[config.mk]
export PLATFORM = sky130hd
export DESIGN_NAME = elastic_delay
export DESIGN_NICKNAME = d
export VERILOG_FILES = /design/src/rtl/pipe_pkg.sv /design/src/rtl/elastic_stage.sv /design/src/rtl/elastic_delay.sv
export SDC_FILE = /design/constraint.sdc
export NUM_CORES = 1
export LEC_CHECK = 0
export CORE_MARGIN = 3
export CORE_UTILIZATION = 53
export DETAILED_ROUTE_END_ITERATION = 6
export GPL_ROUTABILITY_DRIVEN = 1
export PLACE_DENSITY = 0.92
export SYNTH_ARGS = -nofsm -noshare
export SYNTH_HDL_FRONTEND = slang
export SYNTH_SLANG_ARGS = --single-unit
[constraint.sdc]
create_clock -name clk -period 3.7 [get_ports clk]
set_input_delay 0.74 -clock clk [delete_from_list [all_inputs] [get_ports clk]]
set_output_delay 0.74 -clock clk [all_outputs]
set_load 0.01 [all_outputs]
[src/rtl/pipe_pkg.sv]
`default_nettype none
// ============================================================================
//  Module      : pipe_pkg
//  Description : Shared helpers for latency-matching pipelines: occupancy
//                count width and stage-count sanity check.
//  Revision    : 1.0 - initial release
// ============================================================================
package pipe_pkg;

    // Width needed to hold an occupancy value in 0..l.
    function automatic int cnt_width(input int l);
        return (l < 1) ? 1 : $clog2(l + 1);
    endfunction

    // A pipe needs at least one register stage.
    function automatic bit stages_ok(input int l);
        return (l >= 1);
    endfunction

endpackage
`default_nettype wire

[src/rtl/elastic_stage.sv]
`default_nettype none
// ============================================================================
//  Module      : elastic_stage
//  Description : One valid/data register pair of the elastic delay pipe.
//                Optional macro ELASTIC_DELAY_DATA_RST_EN adds a reset to the
//                data register; otherwise data has no reset.
//  Revision    : 1.0 - initial release
// ============================================================================
module elastic_stage #(
    parameter int DW = 16
) (
    input  logic          clk,
    input  logic          rst,
    input  logic          flush,
    input  logic          en,
    input  logic          src_valid,
    input  logic [DW-1:0] src_data,
    output logic          valid,
    output logic [DW-1:0] data
);

    logic          r_valid;
    logic [DW-1:0] r_data;

    // Valid bit: cleared by reset or flush, otherwise follows its source when enabled.
    always_ff @(posedge clk) begin
        if (rst) begin
            r_valid <= 1'b0;
        end else if (flush) begin
            r_valid <= 1'b0;
        end else if (en) begin
            r_valid <= src_valid;
        end
    end

`ifdef ELASTIC_DELAY_DATA_RST_EN
    // Data register with reset; loads only real words to avoid needless toggling.
    always_ff @(posedge clk) begin
        if (rst) begin
            r_data <= '0;
        end else if (!flush && en && src_valid) begin
            r_data <= src_data;
        end
    end
`else
    // Data register without reset; loads only real words to avoid needless toggling.
    always_ff @(posedge clk) begin
        if (!rst && !flush && en && src_valid) begin
            r_data <= src_data;
        end
    end
`endif

    assign valid = r_valid;
    assign data  = r_data;

endmodule
`default_nettype wire

[src/rtl/elastic_delay.sv]
`default_nettype none
// ============================================================================
//  Module      : elastic_delay
//  Description : L-stage delay pipe with per-stage valids, valid/ready on both
//                sides, bubble collapsing, synchronous flush and occupancy
//                count. Macro ELASTIC_DELAY_DATA_RST_EN enables data reset.
//  Revision    : 1.0 - initial release
// ============================================================================
module elastic_delay
    import pipe_pkg::*;
#(
    parameter  int DW = 16,
    parameter  int L  = 4,
    localparam int CW = cnt_width(L)
) (
    input  logic          clk,
    input  logic          rst,
    input  logic          flush,
    input  logic          s_valid,
    output logic          s_ready,
    input  logic [DW-1:0] s_data,
    output logic          m_valid,
    input  logic          m_ready,
    output logic [DW-1:0] m_data,
    output logic [CW-1:0] count
);

    if (!stages_ok(L)) begin : g_l_check
        $error("elastic_delay: L must be at least 1");
    end

    logic [L:0]    w_en;
    logic [L-1:0]  w_valid;
    logic [DW-1:0] w_data [L];
    logic [L-1:0]  w_src_valid;
    logic [DW-1:0] w_src_data [L];
    logic          w_in_xfer;
    logic          w_out_xfer;
    logic [CW-1:0] r_count;

    // Enable chain: a stage may advance if it is empty or its successor advances.
    always_comb begin
        w_en    = '0;
        w_en[L] = m_ready;
        for (int i = L - 1; i >= 0; i--) begin
            w_en[i] = !w_valid[i] || w_en[i+1];
        end
    end

    for (genvar i = 0; i < L; i++) begin : g_stage
        if (i == 0) begin : g_head
            assign w_src_valid[i] = s_valid;
            assign w_src_data[i]  = s_data;
        end else begin : g_body
            assign w_src_valid[i] = w_valid[i-1];
            assign w_src_data[i]  = w_data[i-1];
        end

        elastic_stage #(
            .DW (DW)
        ) u_stage (
            .clk       (clk),
            .rst       (rst),
            .flush     (flush),
            .en        (w_en[i]),
            .src_valid (w_src_valid[i]),
            .src_data  (w_src_data[i]),
            .valid     (w_valid[i]),
            .data      (w_data[i])
        );
    end

    // Reset and flush block both handshakes so no word moves in those cycles.
    assign s_ready    = w_en[0] && !flush && !rst;
    assign m_valid    = w_valid[L-1] && !flush && !rst;
    assign m_data     = w_data[L-1];
    assign w_in_xfer  = s_valid && s_ready;
    assign w_out_xfer = m_valid && m_ready;

    // Occupancy: tracks the number of valid stages via transfer events.
    always_ff @(posedge clk) begin
        if (rst) begin
            r_count <= '0;
        end else if (flush) begin
            r_count <= '0;
        end else begin
            case ({w_in_xfer, w_out_xfer})
                2'b10:   r_count <= r_count + CW'(1);
                2'b01:   r_count <= r_count - CW'(1);
                default: r_count <= r_count;
            endcase
        end
    end

    assign count = r_count;

endmodule
`default_nettype wire

==> results of run 1 <==
[routing by layer]
metal	up-vias	global-route usage, %	routed length [µm]
met1	472	14.98	1177
li1	499	-	-
met3	8	6.872	234
met4	0	8.768	72
met5	-	0	0
met2	40	22.65	1561
[through the flow]
| step | area [µm²] | setup WS [ns] |
|---|---|---|
| after detailed placement | 2769 | 0.4678 |
| after global placement | 2769 | 0.6568 |
| after floorplan | 2280 | 0.9372 |
| after CTS | 2950 | 0.5519 |
| after global routing | 2950 | 0.5054 |
| final | 2950 | 0.5504 |
[power by group]
group	internal [W]	leakage (nW)	switching [W]	total (W)
sequential	0.000878	0.636	0.00000370	0.000882
clock	0.000309	0.0880	0.000251	0.000559
combinational	0.0000227	0.256	0.0000129	0.0000356
[sequential cells by signal (all words and copies together), names as in the netlist]
register	cells
g_stage.u_stage.data	64
g_stage.u_stage.valid	4
count	3
[worst paths after layout]
kind	cells after the start	end	from	slack [ns]
hold / removal	0	g_stage[2].u_stage.data[9]$_DFFE_PP_	g_stage[1].u_stage.data[9]$_DFFE_PP_	0.42
hold reg to reg	0	g_stage[2].u_stage.data[9]$_DFFE_PP_	g_stage[1].u_stage.data[9]$_DFFE_PP_	0.42
setup reg to reg	8	count[2]$_SDFFE_PP0P_	g_stage[2].u_stage.valid$_SDFFE_PP0P_	1.51
setup / recovery	4	s_ready	rst	0.55
[placed cells by master, fill, tap and decap left out]
master / instances
edfxtp_1: 64
clkdlybuf4s50_1: 41
nor2_1: 10
clkbuf_8: 9
dfxtp_1: 7
a21oi_1: 4
nand2_1: 3
clkbuf_1: 3
buf_4: 3
and2_1: 2
and4b_2: 1
or2_0: 1
a21oi_4: 1
nor2b_1: 1
nor3b_2: 1
mux2i_1: 1
xor2_1: 1
xnor2_1: 1
o21ai_0: 1
or3_1: 1
and3_1: 1
fa_1: 1
ha_1: 1
bufinv_16: 1
clkinv_1: 1
clkinvlp_4: 1
clkinv_2: 1
[layout make-up]
type                       instances  area, µm²  share of cell area, %
multi-input combinational         32      211.5                  7.167
clock inverter                     4      46.29                  1.569
timing repair buffer              44      432.9                  14.67
clock buffer                      12      135.1                  4.580
tap                               50      62.56                  2.120
sequential                        71       2062                  69.89
[cell families (layout without fill, tap and decap cells)]
kind of cell | after synthesis | count (layout)
mux | 1 | 1
xor+xnor | 2 | 2
flops | 71 | 71
compound gates | 6 | 6
fa+ha+maj | 2 | 2
buf+inv | 1 | 60
simple gates | 21 | 21
[worst max-delay path: stages]
cell and delay, ns:
clkdlybuf4s50_1 0.42, or2_0 0.43, a21oi_4 0.24, clkdlybuf4s50_1 0.57
==> results.sh, run 1 <==
export IMPL_avgRoutedWirePerCell_um=14.30
export IMPL_cts_root_buf="clkbuf_8"
export IMPL_synth_simple_area_share_pct=4.610
export IMPL_fin_util_pct=72.20
export IMPL_synthCells=104
export IMPL_cts_hold_buf=0
export IMPL_ys_ff_latch=71
export IMPL_grt_ovfl_total=0
export IMPL_muxShareOfSynthArea_pct=0.4391
export IMPL_cts_resized_gates=0
export IMPL_hold_viol=0
export IMPL_finalCriticalPeriod_ns=3.150
export IMPL_die_y_um=71.59
export IMPL_synth_top_cell_by_area="edfxtp_1"
export IMPL_synth_fa_ha_area_share_pct=1.427
export IMPL_finalClockSkew_ns=0.005660
export IMPL_cts_buffer_depth=2
export IMPL_drc_errors=0
export IMPL_crit_fanout=9
export IMPL_drt_iter0_markers=38
export IMPL_synthFlopType="edfxtp_1"
export IMPL_finalMaxSlewViolations=0
export IMPL_yosysWarnings=0
export IMPL_post_cts_buffers=0
export IMPL_synth_cell_type_count=20
export IMPL_end_kind="primary output"
export IMPL_io_buffers=41
export IMPL_fin_nets=181
export IMPL_power_w=0.001477
export IMPL_num_vias=1019
export IMPL_drt_total_wl_um=3045
export IMPL_cap_viol_max_count=0
export IMPL_synth_most_common_cell="edfxtp_1"
export IMPL_syn_nets=127
export IMPL_finalCritPeriodShare_pct=85.12
export IMPL_fillers=235
export IMPL_cp_required_ns=2.96
export IMPL_numCtsBuffers=9
export IMPL_clock_fmax_ghz=0.3175
export IMPL_cp_arrival_ns=2.41
export IMPL_crit_type="primary input to primary output"
export IMPL_synth_top_cell_area_share_pct=84.30
export IMPL_fin_cells=213
export IMPL_status="finished, final reports clean"
export IMPL_setup_viol=0
export IMPL_synth_top_family_by_area="simple AND/OR/NAND/NOR gates"
export IMPL_placementRows=23
export IMPL_antenna_found_initial=0
export IMPL_track_usage_pct=14.15
export IMPL_grt_pass1_wl_um=5009
export IMPL_drt_vias_per_instance=4.784
export IMPL_dpl_cell_count=197
export IMPL_first_pass_iters=4
export IMPL_clk_latency_ns=0.33
export IMPL_grt_max_degree=17
export IMPL_drive_gt1_share_pct=11.04
export IMPL_io_pins=42
export IMPL_synth_compound_area_share_pct=1.811
export IMPL_synth_xor_area_share_pct=0.7684
export IMPL_rsz0062_at_grt="false"
export IMPL_gp_congestion=0.7105
export IMPL_start_util_pct=55.79
export IMPL_clk_pin_slew_ns=0.06
export IMPL_synth_edf_count=64
export IMPL_peakVddDrop_mv=0.5299
export IMPL_leakage_nw=0.9797
export IMPL_timing_hold_ws_ns=0.4172
export IMPL_cts_tree="built"
export IMPL_synth_area_um2=2280
export IMPL_synth_commonest_cells="64 x edfxtp_1, 10 x nor2_1, 7 x dfxtp_1, 4 x a21oi_1, 3 x nand2_1"
export IMPL_grt_pass1_vias=1070
export IMPL_area_growth_synth_to_final_pct=29.42
export IMPL_startpoint_type="primary input"
export IMPL_setup_tns_ns=0
export IMPL_synth_avg_cell_area_um2=21.92
export IMPL_ys_top_cells_by_area="edfxtp_1 84%, dfxtp_1 6.1%, nor2_1 1.6%, a21oi_1 0.88%, fa_1 0.88%"
export IMPL_ctsHtreeMaxLevel=3
export IMPL_core_area_um2=4086
export IMPL_cts_sinks=71
export IMPL_p_per_area_nw_per_um2=500.5
export IMPL_diodes=0
export IMPL_hp_class="flop to flop"
export IMPL_async_flop_share_pct=0
export IMPL_die_w_um=71.59
export IMPL_tightest_slew_ns=0.6491
export IMPL_slew_headroom_pct=56.73
export IMPL_ant_nets=0
export IMPL_ys_seq_area_share_pct=90.45
export IMPL_die_area_um2=5124
Note: power is estimated with default switching activity, not from simulation.
==> run 2, diff against run 1 <==
SLEW_MARGIN = 20   (was unset)
==> results of run 2 <==
No change in the layout: final DEF, timing and power equal those of run 1.
==> run 3, diff against run 2 <==
SKIP_CTS_REPAIR_TIMING = 1   (was unset)
==> results of run 3 <==
No change in the layout: final DEF, timing and power equal those of run 1.
